===== src/rtl/shared_bus_arbiter.sv =====
// Round-robin arbiter that hands a shared output channel to one requester at a time.
// A grant lasts until last, MAX_BURST beats, or the owner drops req, then takes a one-cycle idle bubble.
module shared_bus_arbiter #(
    parameter int NUM_REQ   = 4,
    parameter int DATA_W    = 8,
    parameter int MAX_BURST = 4
) (
    input  logic                         clk,
    input  logic                         rst_n,
    input  logic [NUM_REQ-1:0]           req,
    input  logic [NUM_REQ-1:0]           last,
    input  logic [NUM_REQ*DATA_W-1:0]    data_in,
    output logic [NUM_REQ-1:0]           grant,
    output logic                         out_valid,
    output logic [DATA_W-1:0]            out_data,
    input  logic                         out_ready,
    output logic [$clog2(NUM_REQ)-1:0]   out_src,
    output logic                         busy
);
    localparam int SW = $clog2(NUM_REQ);
    localparam int CW = $clog2(MAX_BURST + 1);

    typedef enum logic {IDLE = 1'b0, XFER = 1'b1} state_t;

    state_t                         state, state_nxt;
    logic   [SW-1:0]                rr_ptr;
    logic   [CW-1:0]                beat_cnt;
    logic   [NUM_REQ-1:0][DATA_W-1:0] lanes;
    logic   [SW-1:0]                pick;
    logic                           pick_vld;
    logic                           cur_req, cur_last, beat, release_x;

    for (genvar g = 0; g < NUM_REQ; g++) begin : g_lane
        assign lanes[g] = data_in[g*DATA_W +: DATA_W];
    end

    // Walk downward so the candidate closest to rr_ptr is the last (winning) assignment.
    always_comb begin
        int s;
        s        = 0;
        pick     = '0;
        pick_vld = 1'b0;
        for (int i = NUM_REQ - 1; i >= 0; i--) begin
            s = int'(rr_ptr) + i;
            if (s >= NUM_REQ) s = s - NUM_REQ;
            if (req[s]) begin
                pick     = SW'(s);
                pick_vld = 1'b1;
            end
        end
    end

    assign cur_req   = req[out_src];
    assign cur_last  = last[out_src];
    assign beat      = (state == XFER) && cur_req && out_ready;
    assign release_x = (state == XFER) &&
                       (!cur_req || (beat && (cur_last || beat_cnt == CW'(MAX_BURST - 1))));

    always_ff @(posedge clk or negedge rst_n) begin
        if (!rst_n) begin
            state    <= IDLE;
            grant    <= '0;
            out_src  <= '0;
            rr_ptr   <= '0;
            beat_cnt <= '0;
        end else begin
            state <= state_nxt;
            if (state == IDLE && pick_vld) begin
                grant    <= NUM_REQ'(1) << pick;
                out_src  <= pick;
                rr_ptr   <= (pick == SW'(NUM_REQ - 1)) ? '0 : pick + 1'b1;
                beat_cnt <= '0;
            end else if (release_x) begin
                grant <= '0;
            end else if (beat) begin
                beat_cnt <= beat_cnt + 1'b1;
            end
        end
    end

    always_comb begin
        state_nxt = state;
        case (state)
            IDLE:    if (pick_vld)  state_nxt = XFER;
            XFER:    if (release_x) state_nxt = IDLE;
            default: state_nxt = IDLE;
        endcase
    end

    always_comb begin
        busy      = (state == XFER);
        out_valid = busy && cur_req;
        out_data  = out_valid ? lanes[out_src] : '0;
    end

endmodule

===== config.mk =====
export PLATFORM = sky130hd
export DESIGN_NAME = shared_bus_arbiter
export DESIGN_NICKNAME = d
export VERILOG_FILES = /design/src/rtl/shared_bus_arbiter.sv
export SDC_FILE = /design/constraint.sdc
export NUM_CORES = 1
export LEC_CHECK = 0
export CORE_ASPECT_RATIO = 0.8
export CORE_UTILIZATION = 40
export CTS_CLUSTER_DIAMETER = 120
export DETAILED_ROUTE_END_ITERATION = 16
export HOLD_SLACK_MARGIN = 0.12
export PLACE_DENSITY = 0.91
export REMOVE_ABC_BUFFERS = 1
export SETUP_SLACK_MARGIN = 0.05
export SYNTH_ARGS = -nofsm -noshare
export SYNTH_HDL_FRONTEND = slang
export SYNTH_SLANG_ARGS = --single-unit

===== constraint.sdc =====
create_clock -name clk -period 4.4 [get_ports clk]
set_input_delay 1.32 -clock clk [delete_from_list [all_inputs] [get_ports clk]]
set_output_delay 1.32 -clock clk [all_outputs]
set_load 0.01 [all_outputs]

==> results_dict.tcl, run 1 <==
set metrics [dict create \
    status "complete, no violations" \
    place_ws_ps 56.2 \
    final_cell_mix "50 x clkdlybuf4s50_1, 12 x dfrtp_1, 10 x mux4_2" \
    layout_min_cycle_time_ps 4340 \
    first_iter_violations 37 \
    drt_wl_total_um 3370 \
    yosysSeqAreaShare 0.297 \
    syn_inst 91 \
    critPathCaptureType "output port" \
    pwr_density_cell_nw_per_um2 489 \
    max_cap_viol_count 0 \
    crit_start "req[0]" \
    cts_setup_buffers 0 \
    antenna_found_initial 0 \
    syn-cell-area_um2 1010 \
    insertedDiodeCount 0 \
    die_area_um2 2730 \
    r2r-start "out_src[0]" \
    hp-class "reg2reg" \
    first_global_vias 971 \
    row_count 15 \
    hold_violations 0 \
    totalPowerFinal_mw 0.841 \
    clock_sinks 12 \
    hold_ws_ps 486 \
    drive_above_1_share 0.195 \
    slew_violations 0 \
    layout_commonest_cell "clkdlybuf4s50_1" \
    synth_seq_cells 12 \
    skew_ps 1.59 \
    multi_input_area_um2 684 \
    setup_viol 0 \
    start_util 0.445 \
    worst_slew_pin_slew_ps 684 \
    grt_pass1_wl_um 4460 \
    drcViolationCount 0 \
    required_ps 3080 \
    crit_type "in2out" \
    yosys_warnings 0 \
    setup_tns_ps 0 \
    final-seq-area_um2 300 \
    cts_tree "built" \
    dr_total_vias 1031 \
    fillers 148 \
    placedCellCount 183 \
    timing.slew.headroom 0.544 \
    fp.dieW_um 58.2 \
    numCtsBuffers 3 \
    rsz0062_at_grt "false" \
    htree_levels 1 \
    fin_cells 188 \
    clockRootBuffer "clkbuf_4" \
    drt-vias-per-instance 5.48 \
    fin_util 0.758 \
    io_pins 59 \
    avgRoutedWirePerCell_um 17.9 \
    ir_drop_uv 301 \
    fmax_ghz 0.230 \
    core_um2 2270 \
    nets 204 \
    fin_ws_ps 57.9 \
    min_from "beat_cnt[0]" \
    gp_congestion 0.734 \
    period_share 0.987 \
    grt_max_degree 17 \
    leakage_nw 0.847 \
    ys_types 27 \
    overflow 0 \
    async_flop_share 1.00 \
    design_area_um2 1720 \
    synthToLayoutAreaGrowth_pct 70.4 \
    dp_hpwl_um 2490 \
    postRouteAntennaNets 0 \
    grt_usage 0.224 \
    synth_edf_count 0 \
    dpl_cell_area_um2 1640 \
    start_kind "primary input" \
    drtPass1Iterations 4 \
    cts_buffer_depth 2 \
    ys.flop_type "dfrtp_1" \
    cp_max_fo 4 \
    clk_pin_slew_ps 80 \
    numPortBuffers 58 \
    ctsHoldBuffers 0 \
    syn_avg_cell_area_um2 11.1 \
    insertion_delay_ps 270 \
    cts_resized 0 \
    die_y_um 46.9 \
    worst-endpoint-arrival_ps 3020 \
]
report_power, final:
| part | switching, mW | internal [mW] | leakage (nW) |
|---|---|---|---|
| Clock | 0.0371 | 0.0502 | 0.0210 |
| Sequential | 0.0990 | 0.151 | 0.154 |
| Combinational | 0.194 | 0.309 | 0.671 |
| Total | 0.330 | 0.511 | 0.847 |
routing by layer:
| metal | up-vias | part of all wire | GRT usage |
|---|---|---|---|
| li1 | 467 | - | - |
| met4 | 0 | 0.011 | 0.0762 |
| met2 | 64 | 0.48 | 0.411 |
| met3 | 6 | 0.095 | 0.0496 |
| met5 | - | 0 | 0 |
| met1 | 494 | 0.42 | 0.267 |
cells in the mapped netlist, types with 2 or more instances:
cell type | count | area (um^2)
o21ai_0 | 3 | 15.0
dfrtp_1 | 12 | 300
a21oi_1 | 4 | 20.0
mux2i_1 | 9 | 90.1
o2bb2ai_1 | 4 | 35.0
buf_2 | 2 | 10.0
inv_1 | 7 | 26.3
nand2_1 | 8 | 30.0
and3_2 | 8 | 60.1
nor2_1 | 4 | 15.0
mux4_2 | 9 | 203
ha_1 | 6 | 75.1
worst max-delay path: stages:
cell,delay [ps]
clkdlybuf4s50_1,480
mux4_2,550
and2_4,200
clkdlybuf4s50_1,470
path summary, 6_finish.rpt:
check	end	slack (ps)	cells past startpoint
hold / removal	beat_cnt[0]	490	1
setup reg to reg	beat_cnt[1]	2290	4
hold reg to reg	beat_cnt[0]	490	1
min in group asynchronous	grant[2]	1390	1
max in group asynchronous	out_src[0]	2660	1
setup / recovery	out_valid	60	4
sequential cells by signal, summed over array words and instances (netlist names):
name	cells
beat_cnt	3
busy	1
grant	4
out_src	2
rr_ptr	2
layout make-up:
cell class | count | area share
clock buffers | 4 | 0.0211
well taps | 34 | 0.0247
repair buffers | 62 | 0.367
multi-input cells | 69 | 0.398
flip-flops and latches | 12 | 0.175
inverters | 7 | 0.0153
cell families after synthesis:
kind of cell / Yosys count / share of synthesized area
AOI/OAI and AO/OA: 16 / 0.120
adders and majority gates: 6 / 0.0743
buffers and inverters: 11 / 0.0471
DFF: 12 / 0.297
muxes: 18 / 0.290
and+or+nand+nor: 28 / 0.171
Power figures use the tool's default switching activity.
==> inputs of run 2 (changes only) <==
CORE_UTILIZATION = 34   (was 40)
PLACE_DENSITY = 0.83   (was 0.91)
clock period = 3.79 ns   (was 4.4 ns; I/O delays follow)
==> run 2 against run 1 <==
Compared with the run above:
- clock power increased by 34%
- die area increased by 17%
- cell count increased by 3.2%
- highest routed layer unchanged
==> results_dict.tcl, run 2 (synthesis gave the netlist of run 1 again) <==
set metrics [dict create \
    fin_util 0.616 \
    avgRoutedWirePerCell_um 16.2 \
    crit_chain "dlygate4sd2_1, mux4_2, buf_4, and3_2, dlygate4sd2_1" \
    die_area_um2 3190 \
    insertion_delay_ps 240 \
    numPortBuffers 58 \
    status "complete, no violations" \
    min_path_cells 1 \
    timing.slew.headroom 0.540 \
    crit_buf_inv 3 \
    htree_levels 1 \
    r2r-start "out_src[0]" \
    insertedDiodeCount 0 \
    nets 207 \
    grt_max_degree 17 \
    fmax_ghz 0.271 \
    intPower_mw 0.603 \
    hp-class "reg2reg" \
    gp_congestion 0.835 \
    use_met1 0.253 \
    drtPass1Iterations 4 \
    busiest_layer "met2" \
    reg.largest.list "grant x4, beat_cnt x3" \
    drt-vias-per-instance 5.16 \
    combinationalPowerShare 0.592 \
    row_count 17 \
    first_global_vias 969 \
    clockRootBuffer "clkbuf_8" \
    hold_violations 0 \
    crit_top_cell "dlygate4sd2_1" \
    period_share 0.975 \
    min_from "beat_cnt[0]" \
    grt_usage 0.206 \
    ir_drop_uv 253 \
    grt_pass1_wl_um 4850 \
    io_pins 59 \
    clock_sinks 12 \
    first_iter_violations 52 \
    slew_violations 0 \
    whs_endpoint "beat_cnt[0]" \
    p_clk_frac 0.120 \
    final_cell_mix "45 x clkdlybuf4s50_1, 13 x dlygate4sd2_1, 12 x dfrtp_1" \
    numCtsBuffers 3 \
    dr_total_vias 1001 \
    crit_type "in2out" \
    drt_wl_total_um 3150 \
    cts_buffer_depth 2 \
    skew_ps 0.556 \
    met2_usage 0.339 \
    regToRegSetupSlack_ps 1580 \
    cpMaxStageDelayCell "mux4_2" \
    drive_above_1_share 0.205 \
    start_kind "primary input" \
    synthToLayoutAreaGrowth_pct 70.0 \
    pwr_density_cell_nw_per_um2 572 \
    clk_pin_slew_ps 50 \
    fp.dieW_um 62.9 \
    setup_viol 0 \
    timing.rr.end "beat_cnt[0]" \
    rsz0062_at_grt "false" \
    core_um2 2790 \
    worst-endpoint-arrival_ps 2560 \
    setup_tns_ps 0 \
    seqPwrFrac 0.289 \
    sw_frac_of_total 0.386 \
    worst_slew_pin_slew_ps 690 \
    r2r_cells 5 \
    overflow 0 \
    crit_family "buffers and inverters" \
    die_y_um 50.7 \
    layout_commonest_cell "clkdlybuf4s50_1" \
    placedCellCount 188 \
    layout_min_cycle_time_ps 3700 \
    postRouteAntennaNets 0 \
    leakage_nw 0.773 \
    critPathCaptureType "output port" \
    start_util 0.362 \
    cp_max_fo 3 \
    top_register "grant" \
    max_cap_viol_count 0 \
    hold_ws_ps 492 \
    antenna_found_initial 0 \
    cts_tree "built" \
    drcViolationCount 0 \
    fin_cells 194 \
    largest_reg_flops 4 \
    grtUsageMet3 0.0477 \
    max_stage_delay_ps 510 \
    required_ps 2650 \
    dp_hpwl_um 2280 \
    switchingPower_mw 0.379 \
    ctsHoldBuffers 0 \
]
-- run 2: power groups by stage --
stage	registers, mW	logic [mW]	clock network, mW
CTS	0.287	0.580	0.117
global placement	0.280	0.563	0
finish	0.283	0.581	0.117
floorplan	0.273	0.307	0
global route	0.301	0.623	0.128
detailed placement	0.286	0.578	0
-- run 2: cell type report --
class | count | area, um^2
fill | 230 | 1070
multi-input combinational | 69 | 684
timing repair buffer | 65 | 617
sequential | 12 | 300
tap | 38 | 47.5
clock buffer | 3 | 41.3
inverter | 7 | 26.3
-- run 2: worst max path at each step --
| stage | start | slack [ps] | cells past startpoint | to |
|---|---|---|---|---|
| global route | req[3] | 80 | 5 | out_data[0] |
| global placement | req[0] | -160 | 4 | out_data[6] |
| finish | req[3] | 90 | 5 | out_data[0] |
| floorplan | req[3] | 770 | 2 | out_data[0] |
| detailed placement | req[3] | -210 | 4 | out_data[0] |
| CTS | req[3] | 100 | 5 | out_data[0] |
-- run 2: what timing repair did --
| action | CTS | global route |
|---|---|---|
| resized for setup | 14 | 0 |
| endpoints found under the setup margin | 9 | 0 |
| buffers inserted | 2 | 0 |
-- run 2: layer usage --
layer  vias up  part of all wire
met3         6             0.085
li1        477                 -
met2        59              0.45
met5         -                 0
met1       459              0.44
met4         0             0.022
-- run 2: metrics by stage --
stage	area [um^2]	power [mW]	setup slack [ps]
3_3_place_gp	1650	0.843	-159
3_5_place_dp	1650	0.863	-209
4_1_cts	1720	0.985	99.8
6_report	1720	0.982	93.6
5_1_grt	1720	1.05	77.3
2_1_floorplan	988	0.580	766
